File: src/rtl/stage_mem_if.sv
// Bundle of the EX->MEM, MEM<->data-memory and MEM->WB signals.
// slave: the MEM stage side; master: the surrounding pipeline/memory side.
interface stage_mem_if;
    // EX -> MEM
    logic        ex_valid;
    logic        ex_ready;
    logic [31:0] ex_inst;
    logic [31:0] ex_newpc;
    logic [31:0] ex_aluoutput;
    logic [31:0] ex_regdatab;
    logic        ex_cond;
    logic        ex_memread;
    logic        ex_memwrite;
    // MEM <-> data memory
    logic        dm_req;
    logic        dm_we;
    logic [31:0] dm_addr;
    logic [31:0] dm_wdata;
    logic [31:0] dm_rdata;
    logic        dm_ack;
    // MEM -> WB
    logic        wb_valid;
    logic        wb_ready;
    logic [31:0] wb_inst;
    logic [31:0] wb_newpc;
    logic [31:0] wb_aluoutput;
    logic [31:0] wb_lmd;
    logic        wb_cond;
    logic        wb_err;

    modport slave (
        input  ex_valid, ex_inst, ex_newpc, ex_aluoutput, ex_regdatab,
        input  ex_cond, ex_memread, ex_memwrite,
        output ex_ready,
        output dm_req, dm_we, dm_addr, dm_wdata,
        input  dm_rdata, dm_ack,
        output wb_valid, wb_inst, wb_newpc, wb_aluoutput, wb_lmd,
        output wb_cond, wb_err,
        input  wb_ready
    );

    modport master (
        output ex_valid, ex_inst, ex_newpc, ex_aluoutput, ex_regdatab,
        output ex_cond, ex_memread, ex_memwrite,
        input  ex_ready,
        input  dm_req, dm_we, dm_addr, dm_wdata,
        output dm_rdata, dm_ack,
        input  wb_valid, wb_inst, wb_newpc, wb_aluoutput, wb_lmd,
        input  wb_cond, wb_err,
        output wb_ready
    );
endinterface

File: src/rtl/stage_mem.sv
// MEM pipeline stage: accepts one EX result, runs at most one data-memory
// access with a timeout, and hands the result to WB over valid/ready.
// Ports: clk, rst (sync, active-high); bus = stage_mem_if.slave carrying
// the ex_* input handshake, dm_* memory request/ack and wb_* output handshake.
module stage_mem #(
    parameter int unsigned TIMEOUT_CYCLES = 255
) (
    input  logic        clk,
    input  logic        rst,
    stage_mem_if.slave  bus
);

    typedef enum logic {
        IDLE,
        ACCESS
    } state_e;

    // Abort fires in the ACCESS cycle whose miss would make the count
    // reach TIMEOUT_CYCLES, so dm_req is high exactly TIMEOUT_CYCLES cycles.
    localparam logic [7:0] CNT_LAST = 8'(TIMEOUT_CYCLES - 1);

    state_e      state_q, state_d;
    logic [7:0]  cnt_q, cnt_d;

    logic [31:0] inst_q, inst_d;
    logic [31:0] newpc_q, newpc_d;
    logic [31:0] alu_q, alu_d;
    logic [31:0] rdb_q, rdb_d;
    logic        cond_q, cond_d;
    logic        rd_q, rd_d;
    logic        wr_q, wr_d;

    logic        wb_valid_q, wb_valid_d;
    logic [31:0] wb_inst_q, wb_inst_d;
    logic [31:0] wb_newpc_q, wb_newpc_d;
    logic [31:0] wb_alu_q, wb_alu_d;
    logic [31:0] wb_lmd_q, wb_lmd_d;
    logic        wb_cond_q, wb_cond_d;
    logic        wb_err_q, wb_err_d;

    logic        ex_ready;
    logic        accept;
    logic        mem_op;
    logic        fault;
    logic        finish;

    assign ex_ready = (state_q == IDLE) && (!wb_valid_q || bus.wb_ready);
    assign accept   = bus.ex_valid && ex_ready;
    assign mem_op   = bus.ex_memread || bus.ex_memwrite;
    assign fault    = (bus.ex_memread && bus.ex_memwrite)
                   || (mem_op && (bus.ex_aluoutput[1:0] != 2'b00));
    // Ack has priority over the timeout when both land in one cycle.
    assign finish   = bus.dm_ack || (cnt_q == CNT_LAST);

    always_comb begin
        state_d    = state_q;
        cnt_d      = cnt_q;
        inst_d     = inst_q;
        newpc_d    = newpc_q;
        alu_d      = alu_q;
        rdb_d      = rdb_q;
        cond_d     = cond_q;
        rd_d       = rd_q;
        wr_d       = wr_q;
        wb_valid_d = wb_valid_q;
        wb_inst_d  = wb_inst_q;
        wb_newpc_d = wb_newpc_q;
        wb_alu_d   = wb_alu_q;
        wb_lmd_d   = wb_lmd_q;
        wb_cond_d  = wb_cond_q;
        wb_err_d   = wb_err_q;

        if (wb_valid_q && bus.wb_ready) begin
            wb_valid_d = 1'b0;
        end

        unique case (state_q)
            IDLE: begin
                if (accept) begin
                    inst_d  = bus.ex_inst;
                    newpc_d = bus.ex_newpc;
                    alu_d   = bus.ex_aluoutput;
                    rdb_d   = bus.ex_regdatab;
                    cond_d  = bus.ex_cond;
                    rd_d    = bus.ex_memread;
                    wr_d    = bus.ex_memwrite;
                    if (!mem_op || fault) begin
                        // Completes without touching memory.
                        wb_valid_d = 1'b1;
                        wb_inst_d  = bus.ex_inst;
                        wb_newpc_d = bus.ex_newpc;
                        wb_alu_d   = bus.ex_aluoutput;
                        wb_cond_d  = bus.ex_cond;
                        wb_lmd_d   = '0;
                        wb_err_d   = fault;
                    end else begin
                        state_d = ACCESS;
                        cnt_d   = '0;
                    end
                end
            end
            ACCESS: begin
                if (finish) begin
                    state_d    = IDLE;
                    wb_valid_d = 1'b1;
                    wb_inst_d  = inst_q;
                    wb_newpc_d = newpc_q;
                    wb_alu_d   = alu_q;
                    wb_cond_d  = cond_q;
                    wb_lmd_d   = (bus.dm_ack && rd_q) ? bus.dm_rdata : '0;
                    wb_err_d   = !bus.dm_ack;
                end else begin
                    cnt_d = cnt_q + 8'd1;
                end
            end
            default: begin
                state_d = IDLE;
            end
        endcase
    end

    always_ff @(posedge clk) begin
        if (rst) begin
            state_q    <= IDLE;
            cnt_q      <= '0;
            inst_q     <= '0;
            newpc_q    <= '0;
            alu_q      <= '0;
            rdb_q      <= '0;
            cond_q     <= 1'b0;
            rd_q       <= 1'b0;
            wr_q       <= 1'b0;
            wb_valid_q <= 1'b0;
            wb_inst_q  <= '0;
            wb_newpc_q <= '0;
            wb_alu_q   <= '0;
            wb_lmd_q   <= '0;
            wb_cond_q  <= 1'b0;
            wb_err_q   <= 1'b0;
        end else begin
            state_q    <= state_d;
            cnt_q      <= cnt_d;
            inst_q     <= inst_d;
            newpc_q    <= newpc_d;
            alu_q      <= alu_d;
            rdb_q      <= rdb_d;
            cond_q     <= cond_d;
            rd_q       <= rd_d;
            wr_q       <= wr_d;
            wb_valid_q <= wb_valid_d;
            wb_inst_q  <= wb_inst_d;
            wb_newpc_q <= wb_newpc_d;
            wb_alu_q   <= wb_alu_d;
            wb_lmd_q   <= wb_lmd_d;
            wb_cond_q  <= wb_cond_d;
            wb_err_q   <= wb_err_d;
        end
    end

    // The memory request is driven straight from the holding registers,
    // which cannot change while in ACCESS, so it stays stable until ack.
    assign bus.ex_ready     = ex_ready;
    assign bus.dm_req       = (state_q == ACCESS);
    assign bus.dm_we        = (state_q == ACCESS) && wr_q;
    assign bus.dm_addr      = alu_q;
    assign bus.dm_wdata     = wr_q ? rdb_q : '0;
    assign bus.wb_valid     = wb_valid_q;
    assign bus.wb_inst      = wb_inst_q;
    assign bus.wb_newpc     = wb_newpc_q;
    assign bus.wb_aluoutput = wb_alu_q;
    assign bus.wb_lmd       = wb_lmd_q;
    assign bus.wb_cond      = wb_cond_q;
    assign bus.wb_err       = wb_err_q;

endmodule

File: src/flat_wrapper.sv
// flat-port wrapper written by rule: the top's interface ports become plain ports
module stage_mem_flat 
#(
    parameter int unsigned TIMEOUT_CYCLES = 255
)
  (clk, rst, bus_ex_valid, bus_ex_inst, bus_ex_newpc, bus_ex_aluoutput, bus_ex_regdatab, bus_ex_cond, bus_ex_memread, bus_ex_memwrite, bus_ex_ready, bus_dm_req, bus_dm_we, bus_dm_addr, bus_dm_wdata, bus_dm_rdata, bus_dm_ack, bus_wb_valid, bus_wb_inst, bus_wb_newpc, bus_wb_aluoutput, bus_wb_lmd, bus_wb_cond, bus_wb_err, bus_wb_ready);
  stage_mem_if bus_i ();
  input  logic clk;
  input  logic rst;
  input wire logic [$bits(bus_i.ex_valid)-1:0] bus_ex_valid;
  input wire logic [$bits(bus_i.ex_inst)-1:0] bus_ex_inst;
  input wire logic [$bits(bus_i.ex_newpc)-1:0] bus_ex_newpc;
  input wire logic [$bits(bus_i.ex_aluoutput)-1:0] bus_ex_aluoutput;
  input wire logic [$bits(bus_i.ex_regdatab)-1:0] bus_ex_regdatab;
  input wire logic [$bits(bus_i.ex_cond)-1:0] bus_ex_cond;
  input wire logic [$bits(bus_i.ex_memread)-1:0] bus_ex_memread;
  input wire logic [$bits(bus_i.ex_memwrite)-1:0] bus_ex_memwrite;
  output wire logic [$bits(bus_i.ex_ready)-1:0] bus_ex_ready;
  output wire logic [$bits(bus_i.dm_req)-1:0] bus_dm_req;
  output wire logic [$bits(bus_i.dm_we)-1:0] bus_dm_we;
  output wire logic [$bits(bus_i.dm_addr)-1:0] bus_dm_addr;
  output wire logic [$bits(bus_i.dm_wdata)-1:0] bus_dm_wdata;
  input wire logic [$bits(bus_i.dm_rdata)-1:0] bus_dm_rdata;
  input wire logic [$bits(bus_i.dm_ack)-1:0] bus_dm_ack;
  output wire logic [$bits(bus_i.wb_valid)-1:0] bus_wb_valid;
  output wire logic [$bits(bus_i.wb_inst)-1:0] bus_wb_inst;
  output wire logic [$bits(bus_i.wb_newpc)-1:0] bus_wb_newpc;
  output wire logic [$bits(bus_i.wb_aluoutput)-1:0] bus_wb_aluoutput;
  output wire logic [$bits(bus_i.wb_lmd)-1:0] bus_wb_lmd;
  output wire logic [$bits(bus_i.wb_cond)-1:0] bus_wb_cond;
  output wire logic [$bits(bus_i.wb_err)-1:0] bus_wb_err;
  input wire logic [$bits(bus_i.wb_ready)-1:0] bus_wb_ready;
  assign bus_i.ex_valid = bus_ex_valid;
  assign bus_i.ex_inst = bus_ex_inst;
  assign bus_i.ex_newpc = bus_ex_newpc;
  assign bus_i.ex_aluoutput = bus_ex_aluoutput;
  assign bus_i.ex_regdatab = bus_ex_regdatab;
  assign bus_i.ex_cond = bus_ex_cond;
  assign bus_i.ex_memread = bus_ex_memread;
  assign bus_i.ex_memwrite = bus_ex_memwrite;
  assign bus_ex_ready = bus_i.ex_ready;
  assign bus_dm_req = bus_i.dm_req;
  assign bus_dm_we = bus_i.dm_we;
  assign bus_dm_addr = bus_i.dm_addr;
  assign bus_dm_wdata = bus_i.dm_wdata;
  assign bus_i.dm_rdata = bus_dm_rdata;
  assign bus_i.dm_ack = bus_dm_ack;
  assign bus_wb_valid = bus_i.wb_valid;
  assign bus_wb_inst = bus_i.wb_inst;
  assign bus_wb_newpc = bus_i.wb_newpc;
  assign bus_wb_aluoutput = bus_i.wb_aluoutput;
  assign bus_wb_lmd = bus_i.wb_lmd;
  assign bus_wb_cond = bus_i.wb_cond;
  assign bus_wb_err = bus_i.wb_err;
  assign bus_i.wb_ready = bus_wb_ready;
  stage_mem #(.TIMEOUT_CYCLES(TIMEOUT_CYCLES)) u_core (.clk(clk), .rst(rst), .bus(bus_i));
endmodule
File: config.mk
export PLATFORM = sky130hd
export DESIGN_NAME = stage_mem_flat
export DESIGN_NICKNAME = d
export VERILOG_FILES = /design/src/rtl/stage_mem_if.sv /design/src/rtl/stage_mem.sv /design/src/flat_wrapper.sv
export SDC_FILE = /design/constraint.sdc
export NUM_CORES = 1
export LEC_CHECK = 0
export CAP_MARGIN = 20
export CORE_MARGIN = 3
export CORE_UTILIZATION = 46
export DETAILED_ROUTE_END_ITERATION = 12
export HOLD_SLACK_MARGIN = 0.1
export PLACE_DENSITY = 0.84
export RECOVER_POWER = 100
export SYNTH_ARGS = -nofsm -noshare
export SYNTH_HDL_FRONTEND = slang
export SYNTH_SLANG_ARGS = --single-unit
File: constraint.sdc
create_clock -name clk -period 2.4 [get_ports clk]
set_input_delay 0.24 -clock clk [delete_from_list [all_inputs] [get_ports clk]]
set_output_delay 0.24 -clock clk [all_outputs]
set_load 0.05 [all_outputs]
==> impl_metrics.json <==
{
  "drc": 0,
  "timing_hold_violations_final": 0,
  "stdcell_count": 1879,
  "path_class": "flip-flop to output pin",
  "worst_hold_slack_ps": 251,
  "ir_drop_mv": 0.453,
  "final_cell_area_sq_um": 16300,
  "area_delta_synth_final_pct": 44.7,
  "syn_nets": 1385,
  "setup_violations": 0,
  "cts_buffer_depth": 3,
  "endpoint_kind": "output pin",
  "die_w_microns": 163,
  "dpl-instance-area_sq_um": 15300,
  "arrival_ps": 1990,
  "leakage_uw": 0.00656,
  "synthFlopType": "dfxtp_1",
  "startpoint_type": "flip-flop",
  "syn_area_sq_um": 11300,
  "max_freq_mhz": 448,
  "cts_resized": 0,
  "slew_viol_final": 0,
  "yosys.area.top_type_share_pct": 48.1,
  "synth-async-reset-ratio_pct": 0,
  "die_h_microns": 163,
  "grt_max_degree": 121,
  "fin_crit_ps": 2230,
  "cts_tree": "done",
  "grt_pass1_wl_microns": 54100,
  "cts_sinks": 271,
  "start_util_pct": 47.4,
  "cts_root_buf": "clkbuf_16",
  "postSynthCellCount": 1215,
  "ys_seq_elements": 271,
  "port_buffers": 365,
  "antenna_found_initial": 1,
  "cp.required_ps": 2160,
  "core_sq_um": 23800,
  "hold_path.class": "input port to flip-flop",
  "ios": 366,
  "clk_latency_ps": 540,
  "fin_crit_sh_pct": 92.9,
  "status": "finished clean",
  "first_pass_iters": 5,
  "post-route-util_pct": 68.6,
  "routed-via-count": 10500,
  "ys.warnings.count": 0,
  "wl_microns": 34800,
  "drt_iter0_drc": 678,
  "path_max_fanout": 9,
  "synth_edf_count": 0,
  "dpl.hpwl_microns": 23000,
  "syn_area_per_cell_sq_um": 9.29,
  "maxCapViolations": 0,
  "power_density_nw_per_um2": 771,
  "vias_per_cell": 5.61,
  "yosysUniqueCellTypes": 41,
  "rows": 56,
  "tightest_slew_ps": 792,
  "layout.nets": 1707,
  "setup_tns_ps": 0,
  "yosysTopAreaCell": "dfxtp_1",
  "grt_pass1_vias": 10200,
  "yosysSeqAreaShare_pct": 48.1,
  "h-tree-depth": 1,
  "overflow": 0,
  "rsz0062_at_grt": "false",
  "clk_pin_slew_worst_paths_ps": 60,
  "relSlewSlack_pct": 47.2,
  "numCtsBuffers": 29,
  "drive_gt1_share_pct": 13.1,
  "postRouteAntennaNets": 0,
  "track_usage_pct": 24.6,
  "skew_ps": 18.4,
  "synth.area.top_cells": "dfxtp_1 (48%), nand2_1 (8.9%), a221o_1 (8.4%)",
  "gp_congestion": 0.830,
  "dpl.cell_count": 1824,
  "fp.dieArea_sq_um": 26400,
  "post_drt_wl_per_cell_microns": 18.5
}
[per-stage QoR]
step	power [uW]	worst slack, ps
after detailed placement	7750	-29.6
after CTS	12800	205
after global routing	13100	70.9
after global placement	7700	10.0
after floorplan	6680	179
final	12600	170
[timing repair]
action,4_1_cts,5_1_grt
hold buffers,1,0
buffers inserted,0,0
hold endpoints to repair,4,0
[flip-flops by register name, summed over array words and instances, names as in the netlist]
name                     count
u_core.bus.wb_newpc         32
u_core.rdb_q                32
u_core.bus.wb_inst          32
u_core.bus.wb_lmd           32
u_core.newpc_q              32
u_core.rd_q                  1
u_core.cond_q                1
u_core.inst_q               32
u_core.bus.wb_err            1
u_core.bus.wb_valid          1
u_core.wr_q                  1
u_core.cnt_q                 8
u_core.bus.dm_addr          32
u_core.bus.dm_req            1
u_core.bus.wb_cond           1
u_core.bus.wb_aluoutput     32
[path summary, 6_finish.rpt]
path / start / end / slack, ps / cells past startpoint
hold reg to reg: u_core.inst_q[27] / u_core.inst_q[27] / 450 / 2
setup / recovery: u_core.bus.dm_req / bus_dm_req / 170 / 2
setup reg to reg: u_core.cnt_q[0] / u_core.bus.wb_inst[23] / 230 / 8
hold / removal: bus_ex_regdatab[26] / u_core.rdb_q[26] / 250 / 3
[synth_stat cells (2+ instances only)]
master and number:
dfxtp_1 271, nand2_1 269, a21oi_1 144, nor3b_1 96
a221o_1 95, mux2_2 79, clkbuf_1 78, and2_1 33
a22o_1 32, buf_2 22, mux2_1 16, buf_1 10
nand3_1 9, nor3_1 9, inv_1 5, nand2b_1 4
nand4_1 4, nor2_1 4, a31oi_1 3, and3_1 3
xnor2_1 3, a32oi_1 2, ha_1 2, nor2b_1 2
o21a_1 2, o21ai_0 2, o31ai_1 2
[worst max-delay path, cell delays in order, from the launching register on]
cell	delay, ps
dfxtp_1	330
buf_4	190
dlygate4sd3_1	940
[cells by family (layout without fill, tap and decap cells)]
logic type / after synthesis / count (layout) / synth area share [%]
compound gates: 290 / 290 / 18.6
mux: 95 / 95 / 9.48
buf+inv: 115 / 459 / 4.07
other cells: 0 / 1 / 0
fa+ha+maj: 3 / 3 / 0.310
flops: 271 / 271 / 48.1
xor+xnor: 4 / 4 / 0.311
simple gates: 437 / 437 / 19.1
[cells in the final DEF, fill, tap and decap left out, drive strengths merged, types with 5 or more instances in the layout]
cell	instances
and2	33
bufinv	8
a221o	95
a22o	32
clkinv	7
a21oi	144
clkdlybuf4s50	166
clkbuf	57
nand2	269
inv	5
mux2	95
nor3b	97
nor3	9
buf	51
nand3	9
dfxtp	271
dlygate4sd3	165
[final cells by class]
| cell class | instances | area (sq um) |
|---|---|---|
| Inverter | 5 | 18.8 |
| Tap cell | 319 | 399 |
| Multi-Input combinational cell | 829 | 5440 |
| Sequential cell | 271 | 5430 |
| Antenna cell | 1 | 2.50 |
| Clock inverter | 15 | 275 |
| Fill cell | 1803 | 7490 |
| Clock buffer | 38 | 810 |
| Timing Repair Buffer | 401 | 3960 |
[metal layers]
layer / global-route usage [%] / routed length, microns / vias to the layer above
li1: - / - / 5002
met1: 30.6 / 14100 / 5108
met2: 43.0 / 17300 / 374
met3: 5.37 / 2550 / 60
met4: 7.27 / 854 / 0
met5: 0 / 0 / -
[report_power, final]
group	internal, uW	switching, uW
Combinational	1020	1510
Clock	3220	1820
Sequential	4820	208
Total	9060	3540
Power figures use the tool's default switching activity.
